## src/rtl/pipe_pkg.sv

```systemverilog
// pipe_pkg: shared state encoding and bubble constant for pipeline stages
package pipe_pkg;
   // Encoding equals the number of held entries, so occupancy is the state register itself
   typedef enum logic [1:0] {
      ST_EMPTY = 2'd0,
      ST_FULL  = 2'd1,
      ST_SKID  = 2'd2
   } state_e;
   localparam logic [31:0] NOP_INST = 32'h0000_0000;
endpackage

```

## src/rtl/pipe_stage_skid_if.sv

```systemverilog
// pipe_stage_skid_if: handshake, payload, flush and statistics bundle of one pipeline stage
//   slave  : stage side (consumes in_*/out_ready_i/flush_i, drives the rest)
//   master : surrounding pipeline side
interface pipe_stage_skid_if #(
   parameter int INST_W = 32,
   parameter int PC_W   = 32,
   parameter int CNT_W  = 16
);
   logic              in_valid_i;
   logic              in_ready_o;
   logic [INST_W-1:0] inst_i;
   logic [PC_W-1:0]   pc_i;
   logic              out_valid_o;
   logic              out_ready_i;
   logic [INST_W-1:0] inst_o;
   logic [PC_W-1:0]   pc_o;
   logic              flush_i;
   logic [1:0]        occupancy_o;
   logic [CNT_W-1:0]  stall_cnt_o;
   logic [CNT_W-1:0]  flush_cnt_o;
   modport slave (
      input  in_valid_i, inst_i, pc_i, out_ready_i, flush_i,
      output in_ready_o, out_valid_o, inst_o, pc_o, occupancy_o, stall_cnt_o, flush_cnt_o
   );
   modport master (
      output in_valid_i, inst_i, pc_i, out_ready_i, flush_i,
      input  in_ready_o, out_valid_o, inst_o, pc_o, occupancy_o, stall_cnt_o, flush_cnt_o
   );
endinterface

```

## src/rtl/sat_counter.sv

```systemverilog
// sat_counter: synchronous saturating up-counter
//   clk_i : clock
//   clr_i : synchronous clear, dominates inc_i
//   inc_i : add one unless already at all-ones
//   cnt_o : registered count
module sat_counter #(
   parameter int CNT_W = 16
) (
   input  logic             clk_i,
   input  logic             clr_i,
   input  logic             inc_i,
   output logic [CNT_W-1:0] cnt_o
);
   logic [CNT_W-1:0] cnt_q, cnt_d;
   always_comb cnt_d = clr_i ? '0 : (inc_i && cnt_q != '1) ? cnt_q + CNT_W'(1) : cnt_q;
   always_ff @(posedge clk_i) cnt_q <= cnt_d;
   assign cnt_o = cnt_q;
endmodule

```

## src/rtl/pipe_stage_skid.sv

```systemverilog
// pipe_stage_skid: inter-stage pipeline register with two-entry skid buffer, flush and stall/flush counters
//   clk_i   : clock, rising edge
//   rst_n_i : synchronous active-low reset (overrides flush)
//   bus     : pipe_stage_skid_if.slave -- valid/ready in and out, inst/pc payload,
//             flush, occupancy and saturating stall/flush counters
module pipe_stage_skid
   import pipe_pkg::*;
#(
   parameter int                INST_W      = 32,
   parameter int                PC_W        = 32,
   parameter logic [INST_W-1:0] BUBBLE_INST = INST_W'(NOP_INST),
   parameter int                CNT_W       = 16
) (
   input  logic                 clk_i,
   input  logic                 rst_n_i,
   pipe_stage_skid_if.slave     bus
);
   localparam int PAY_W = INST_W + PC_W;
   localparam logic [PAY_W-1:0] BUBBLE_PAY = {BUBBLE_INST, {PC_W{1'b0}}};
   state_e           state_q;
   logic [PAY_W-1:0] main_q, skid_q;
   logic             out_valid_q, in_ready_q;
   logic             in_fire, out_fire;
   logic [PAY_W-1:0] in_pay;
   assign in_pay   = {bus.inst_i, bus.pc_i};
   assign in_fire  = bus.in_valid_i & in_ready_q;
   assign out_fire = out_valid_q & bus.out_ready_i;
   // main_q is reloaded with the bubble whenever the stage empties, so the
   // payload outputs come straight from the register and are never stale
   always_ff @(posedge clk_i) begin
      if (!rst_n_i || bus.flush_i) begin
         state_q     <= ST_EMPTY;
         main_q      <= BUBBLE_PAY;
         skid_q      <= '0;
         out_valid_q <= 1'b0;
         in_ready_q  <= 1'b1;
      end else begin
         case (state_q)
            ST_EMPTY: if (in_fire) begin
               state_q     <= ST_FULL;
               main_q      <= in_pay;
               out_valid_q <= 1'b1;
            end
            ST_FULL: begin
               if (in_fire && out_fire) main_q <= in_pay;
               else if (out_fire) begin
                  state_q     <= ST_EMPTY;
                  main_q      <= BUBBLE_PAY;
                  out_valid_q <= 1'b0;
               end else if (in_fire) begin
                  state_q    <= ST_SKID;
                  skid_q     <= in_pay;
                  in_ready_q <= 1'b0;
               end
            end
            ST_SKID: if (out_fire) begin
               state_q    <= ST_FULL;
               main_q     <= skid_q;
               in_ready_q <= 1'b1;
            end
            default: begin
               state_q     <= ST_EMPTY;
               main_q      <= BUBBLE_PAY;
               out_valid_q <= 1'b0;
               in_ready_q  <= 1'b1;
            end
         endcase
      end
   end
   assign bus.in_ready_o  = in_ready_q;
   assign bus.out_valid_o = out_valid_q;
   assign bus.inst_o      = main_q[PAY_W-1:PC_W];
   assign bus.pc_o        = main_q[PC_W-1:0];
   assign bus.occupancy_o = state_q;
   sat_counter #(.CNT_W(CNT_W)) u_stall_cnt (
      .clk_i (clk_i),
      .clr_i (~rst_n_i),
      .inc_i (out_valid_q & ~bus.out_ready_i),
      .cnt_o (bus.stall_cnt_o)
   );
   sat_counter #(.CNT_W(CNT_W)) u_flush_cnt (
      .clk_i (clk_i),
      .clr_i (~rst_n_i),
      .inc_i (bus.flush_i),
      .cnt_o (bus.flush_cnt_o)
   );
endmodule

```

## src/flat_wrapper.sv

```systemverilog
// flat-port wrapper written by rule: the top's interface ports become plain ports
module pipe_stage_skid_flat import pipe_pkg::*;
#(
   parameter int                INST_W      = 32,
   parameter int                PC_W        = 32,
   parameter logic [INST_W-1:0] BUBBLE_INST = INST_W'(NOP_INST),
   parameter int                CNT_W       = 16
)
  (clk_i, rst_n_i, bus_in_valid_i, bus_inst_i, bus_pc_i, bus_out_ready_i, bus_flush_i, bus_in_ready_o, bus_out_valid_o, bus_inst_o, bus_pc_o, bus_occupancy_o, bus_stall_cnt_o, bus_flush_cnt_o);
  pipe_stage_skid_if #(.INST_W(INST_W), .PC_W(PC_W), .CNT_W(CNT_W)) bus_i ();
  input  logic clk_i;
  input  logic rst_n_i;
  input wire logic [$bits(bus_i.in_valid_i)-1:0] bus_in_valid_i;
  input wire logic [$bits(bus_i.inst_i)-1:0] bus_inst_i;
  input wire logic [$bits(bus_i.pc_i)-1:0] bus_pc_i;
  input wire logic [$bits(bus_i.out_ready_i)-1:0] bus_out_ready_i;
  input wire logic [$bits(bus_i.flush_i)-1:0] bus_flush_i;
  output wire logic [$bits(bus_i.in_ready_o)-1:0] bus_in_ready_o;
  output wire logic [$bits(bus_i.out_valid_o)-1:0] bus_out_valid_o;
  output wire logic [$bits(bus_i.inst_o)-1:0] bus_inst_o;
  output wire logic [$bits(bus_i.pc_o)-1:0] bus_pc_o;
  output wire logic [$bits(bus_i.occupancy_o)-1:0] bus_occupancy_o;
  output wire logic [$bits(bus_i.stall_cnt_o)-1:0] bus_stall_cnt_o;
  output wire logic [$bits(bus_i.flush_cnt_o)-1:0] bus_flush_cnt_o;
  assign bus_i.in_valid_i = bus_in_valid_i;
  assign bus_i.inst_i = bus_inst_i;
  assign bus_i.pc_i = bus_pc_i;
  assign bus_i.out_ready_i = bus_out_ready_i;
  assign bus_i.flush_i = bus_flush_i;
  assign bus_in_ready_o = bus_i.in_ready_o;
  assign bus_out_valid_o = bus_i.out_valid_o;
  assign bus_inst_o = bus_i.inst_o;
  assign bus_pc_o = bus_i.pc_o;
  assign bus_occupancy_o = bus_i.occupancy_o;
  assign bus_stall_cnt_o = bus_i.stall_cnt_o;
  assign bus_flush_cnt_o = bus_i.flush_cnt_o;
  pipe_stage_skid #(.INST_W(INST_W), .PC_W(PC_W), .BUBBLE_INST(BUBBLE_INST), .CNT_W(CNT_W)) u_core (.clk_i(clk_i), .rst_n_i(rst_n_i), .bus(bus_i));
endmodule
```

## config.mk

```make
export PLATFORM = sky130hd
export DESIGN_NAME = pipe_stage_skid_flat
export DESIGN_NICKNAME = d
export VERILOG_FILES = /design/src/rtl/pipe_pkg.sv /design/src/rtl/pipe_stage_skid_if.sv /design/src/rtl/sat_counter.sv /design/src/rtl/pipe_stage_skid.sv /design/src/flat_wrapper.sv
export SDC_FILE = /design/constraint.sdc
export NUM_CORES = 1
export LEC_CHECK = 0
export ABC_AREA = 1
export BUFFER_PORTS_ARGS = -buffer_cell sky130_fd_sc_hd__buf_2
export CORE_MARGIN = 4
export CORE_UTILIZATION = 45
export DETAILED_ROUTE_END_ITERATION = 10
export HOLD_SLACK_MARGIN = 0.02
export PLACE_DENSITY_LB_ADDON = 0.1
export SLEW_MARGIN = 20
export SYNTH_ARGS = -nofsm -noshare
export SYNTH_HDL_FRONTEND = slang
export SYNTH_SLANG_ARGS = --single-unit
```

## constraint.sdc

```tcl
create_clock -name clk_i -period 2.85 [get_ports clk_i]
set_input_delay 0.855 -clock clk_i [delete_from_list [all_inputs] [get_ports clk_i]]
set_output_delay 0.855 -clock clk_i [all_outputs]
set_load 0.01 [all_outputs]
```

==> results.txt <==
The residual overflow from global routing is 0. The upper clock frequency limit is 493.9 MHz. The design draws 5.321 mW.

Counting the buffers created by CTS gives 17. In this run the critical register-to-register path is launched from u_core.u_stall_cnt.cnt_o[0]. The number of gates resized after CTS was 0. The aggregate global-route resource usage is 0.2212.

The worst hold path belongs to the class reg2reg. The core footprint came out at 15940 um2. The distinct cell type count after synthesis came out at 26.

The critical path endpoint category is a flop. The area of all placed cells without fillers came out at 8965 um2. The post-synthesis sequential area ratio came out at 0.4477. The placed wire-length estimate came out at 12820 um. The placed instance area is 8339 um2. The type of the worst setup path is reg2reg.

The x dimension of the die came out at 135.7 um. The hold violation count in the final report came out at 0. The number of instances in the synthesized netlist came out at 1095. At the end of the flow, the number of nets in the layout was 1302. The post-CTS clock slew at the launch and capture registers of the worst setup and hold paths is 60 ps.

The initial standard-cell utilization of the core came out at 0.4600. STA puts the critical path data arrival time at 2380 ps. The power density normalized to cell area came out at 593.5 nW/um2. The hold buffer count at CTS is 0. The number of vias after detailed routing is 7388. The final layout contains routed wiring with a total length of 20210 um. The count of state elements after synthesis came out at 164. STA classifies the critical path startpoint as a flop.

The cell area after synthesis came out at 7333 um2. The run finished with clean final reports. The clock arrives with 6.170 ps of skew. Clock latency on the worst-skew pair, taken at its later pin, is 420 ps.

Max-cap violations in this run came to 0. The number of sinks handled by clock tree synthesis came out at 164. The cell depth of the worst flop-to-flop path is 7. In this run the worst path has a maximum fanout of 11. The wire length per cell is 13.83 um. The per-cell via count in the routed design is 5.053.

In this run the worst setup path begins at u_core.u_stall_cnt.cnt_o[0]. The length of the first detailed-routing pass in iterations came out at 5. The initial detailed-routing violation count came out at 449. Subtracting the final worst setup slack from the clock period gives 2025 ps. In this run the clock root is driven by a clkbuf_16. Across the VDD grid, the largest voltage drop is 0.0004054 V.

The net count after synthesis is 1166. TritonCTS built the clock tree. The end of the worst register-to-register path is u_core.u_stall_cnt.cnt_o[6]. The maximum number of pins on one net before global-route repair came out at 66. The clock passes through at most 2 buffers. The actual slew at the worst max-slew pin came out at 788.6 ps. Counting instances, the worst hold path has a depth of 2. The area enclosed by the die boundary is 18400 um2. Measured against its own limit, the worst slew margin works out to 0.4707. The count of buffers added on input and output ports is 168. The total count of max-transition violations in the final report came out at 0. Routability-driven placement finished with a final weighted congestion of 0.8095. Data on the critical path is required at its endpoint by 3210 ps. The remaining design rule violation count came out at 0. The filler cell count is 1642. In the final layout, the share of cells above drive strength 1 is 0.1841. A synthesized cell averages 6.697 um2. The area growth from synthesis to layout is 22.25%. The number of standard-cell rows in the floorplan is 46. The number of H-tree branching levels came out at 4.

Buffers added to address setup during post-CTS repair amount to 0. During I/O placement, the number of pins put on the boundary was 169. The critical path ends at u_core.u_stall_cnt.cnt_o[6]. The initial antenna violation count came to 3.

The final antenna-violating net count came out at 0. The share of the clock period used by the worst path came out at 0.7104. The standby leakage power is 3.856 nW. The final setup violation count came out at 0. The first-pass GRT wire length is 33240 um.

The die boundary height is 135.7 um. The flop-to-flop setup slack is 830 ps. The total negative slack for setup checks came out at 0 ps.

Setup repair after global routing left no endpoint under its margin. The number of global-route vias before repair came out at 6781. The number of synthesis warnings is 0.
==> through the flow <==
stage          hold slack (ps)  cells  utilization  setup WS [ps]
5_1_grt                  473.4   1462       0.5623          495.9
3_3_place_gp             446.5   1428       0.5231          590.6
3_5_place_dp             450.4   1428       0.5231          605.5
6_report                 458.5   1462       0.5623          825.2
2_1_floorplan            439.7   1095            -           1083
4_1_cts                  460.4   1460       0.5620          798.4
==> flip-flops by register name, indices dropped and copies added (netlist names) <==
register / flops
u_core.skid_q: 64
u_core.main_q: 64
u_core.bus.occupancy_o: 2
u_core.bus.out_valid_o: 1
u_core.u_flush_cnt.cnt_o: 16
u_core.bus.in_ready_o: 1
u_core.u_stall_cnt.cnt_o: 16
==> critical path, stage by stage, from the launching register on <==
cell,delay (ps)
dfxtp_1,460
ha_1,290
inv_1,60
nor2_1,100
nand2_1,110
o21ai_1,650
nand2_1,130
a21oi_1,170
==> how the worst min path moves through the flow <==
stage                 startpoint                 to  slack, ps
6_report       u_core.skid_q[32]  u_core.skid_q[32]        460
5_1_grt        u_core.main_q[51]  u_core.main_q[51]        470
4_1_cts        u_core.skid_q[23]  u_core.skid_q[23]        460
3_5_place_dp   u_core.skid_q[23]  u_core.skid_q[23]        450
3_3_place_gp   u_core.skid_q[17]  u_core.skid_q[17]        450
2_1_floorplan   u_core.skid_q[0]   u_core.skid_q[0]        440
==> layer usage <==
metal  vias up  share of wire  track usage
li1       3769              -            -
met1      3392           0.46       0.2995
met2       197           0.46       0.3490
met3        28          0.059      0.05238
met4         2          0.015      0.07223
met5         -        0.00054            0
==> cell usage after synthesis <==
cell	instances	area share
o211ai_1	1	0.0010
o21ai_0	2	0.0014
buf_2	31	0.021
a21oi_1	155	0.11
o21ai_1	2	0.0014
ha_1	2	0.0034
xor2_1	6	0.0072
buf_4	17	0.017
xnor2_1	6	0.0072
inv_2	2	0.0010
clkinv_2	1	0.00068
nor2_2	3	0.0026
nand2_4	1	0.0015
nand2_1	497	0.25
nor2_1	57	0.029
nand3_1	85	0.058
nor3b_1	2	0.0020
inv_1	25	0.013
dfxtp_1	164	0.45
o21a_1	1	0.0010
clkbuf_1	19	0.0097
nand4_1	12	0.010
o22ai_1	1	0.00085
nand3_2	1	0.0014
clkinv_1	1	0.00051
buf_1	1	0.00051
==> layout by cell type, fill, tap and decap left out, drive strengths merged <==
cell type  synthesis  final
nand2            498    498
buf               49    185
dfxtp            164    164
a21oi            155    155
nand3             86     86
nor2              60     60
inv               27     28
clkbuf            19     20
nand4             12     12
clkinv             2      7
xnor2              6      6
xor2               6      6
o21ai              4      4
clkinvlp           0      3
bufinv             0      3
diode              0      2
nor3b              2      2
ha                 2      2
o21a               1      1
o22ai              1      1
o211ai             1      1
==> cell families after synthesis <==
group | share of synthesized area
AND/OR/NAND/NOR | 0.3593
AO/OA/AOI/OAI | 0.1114
adder cells (fa/ha/maj) | 0.003412
flip-flops | 0.4477
XOR/XNOR | 0.01433
buffers and inverters | 0.06381
==> where the power goes <==
part	switching (mW)	leakage (nW)	internal [mW]	total, mW
clock	0.936	0.298	1.45	2.38
combinational	0.371	2.23	0.190	0.561
sequential	0.0333	1.33	2.34	2.38
total	1.34	3.86	3.98	5.32
==> final cells by class <==
class	instances	area, um2	area share
multi-input cells	834	3605	0.4021
clock inverters	12	153.9	0.01717
diodes	2	5.005	0.0005583
clock buffers	20	466.7	0.05206
well taps	216	270.3	0.03015
inverters	29	112.6	0.01256
flip-flops and latches	164	3283	0.3662
repair buffers	185	1069	0.1192
(Power assumes the default switching activity.)
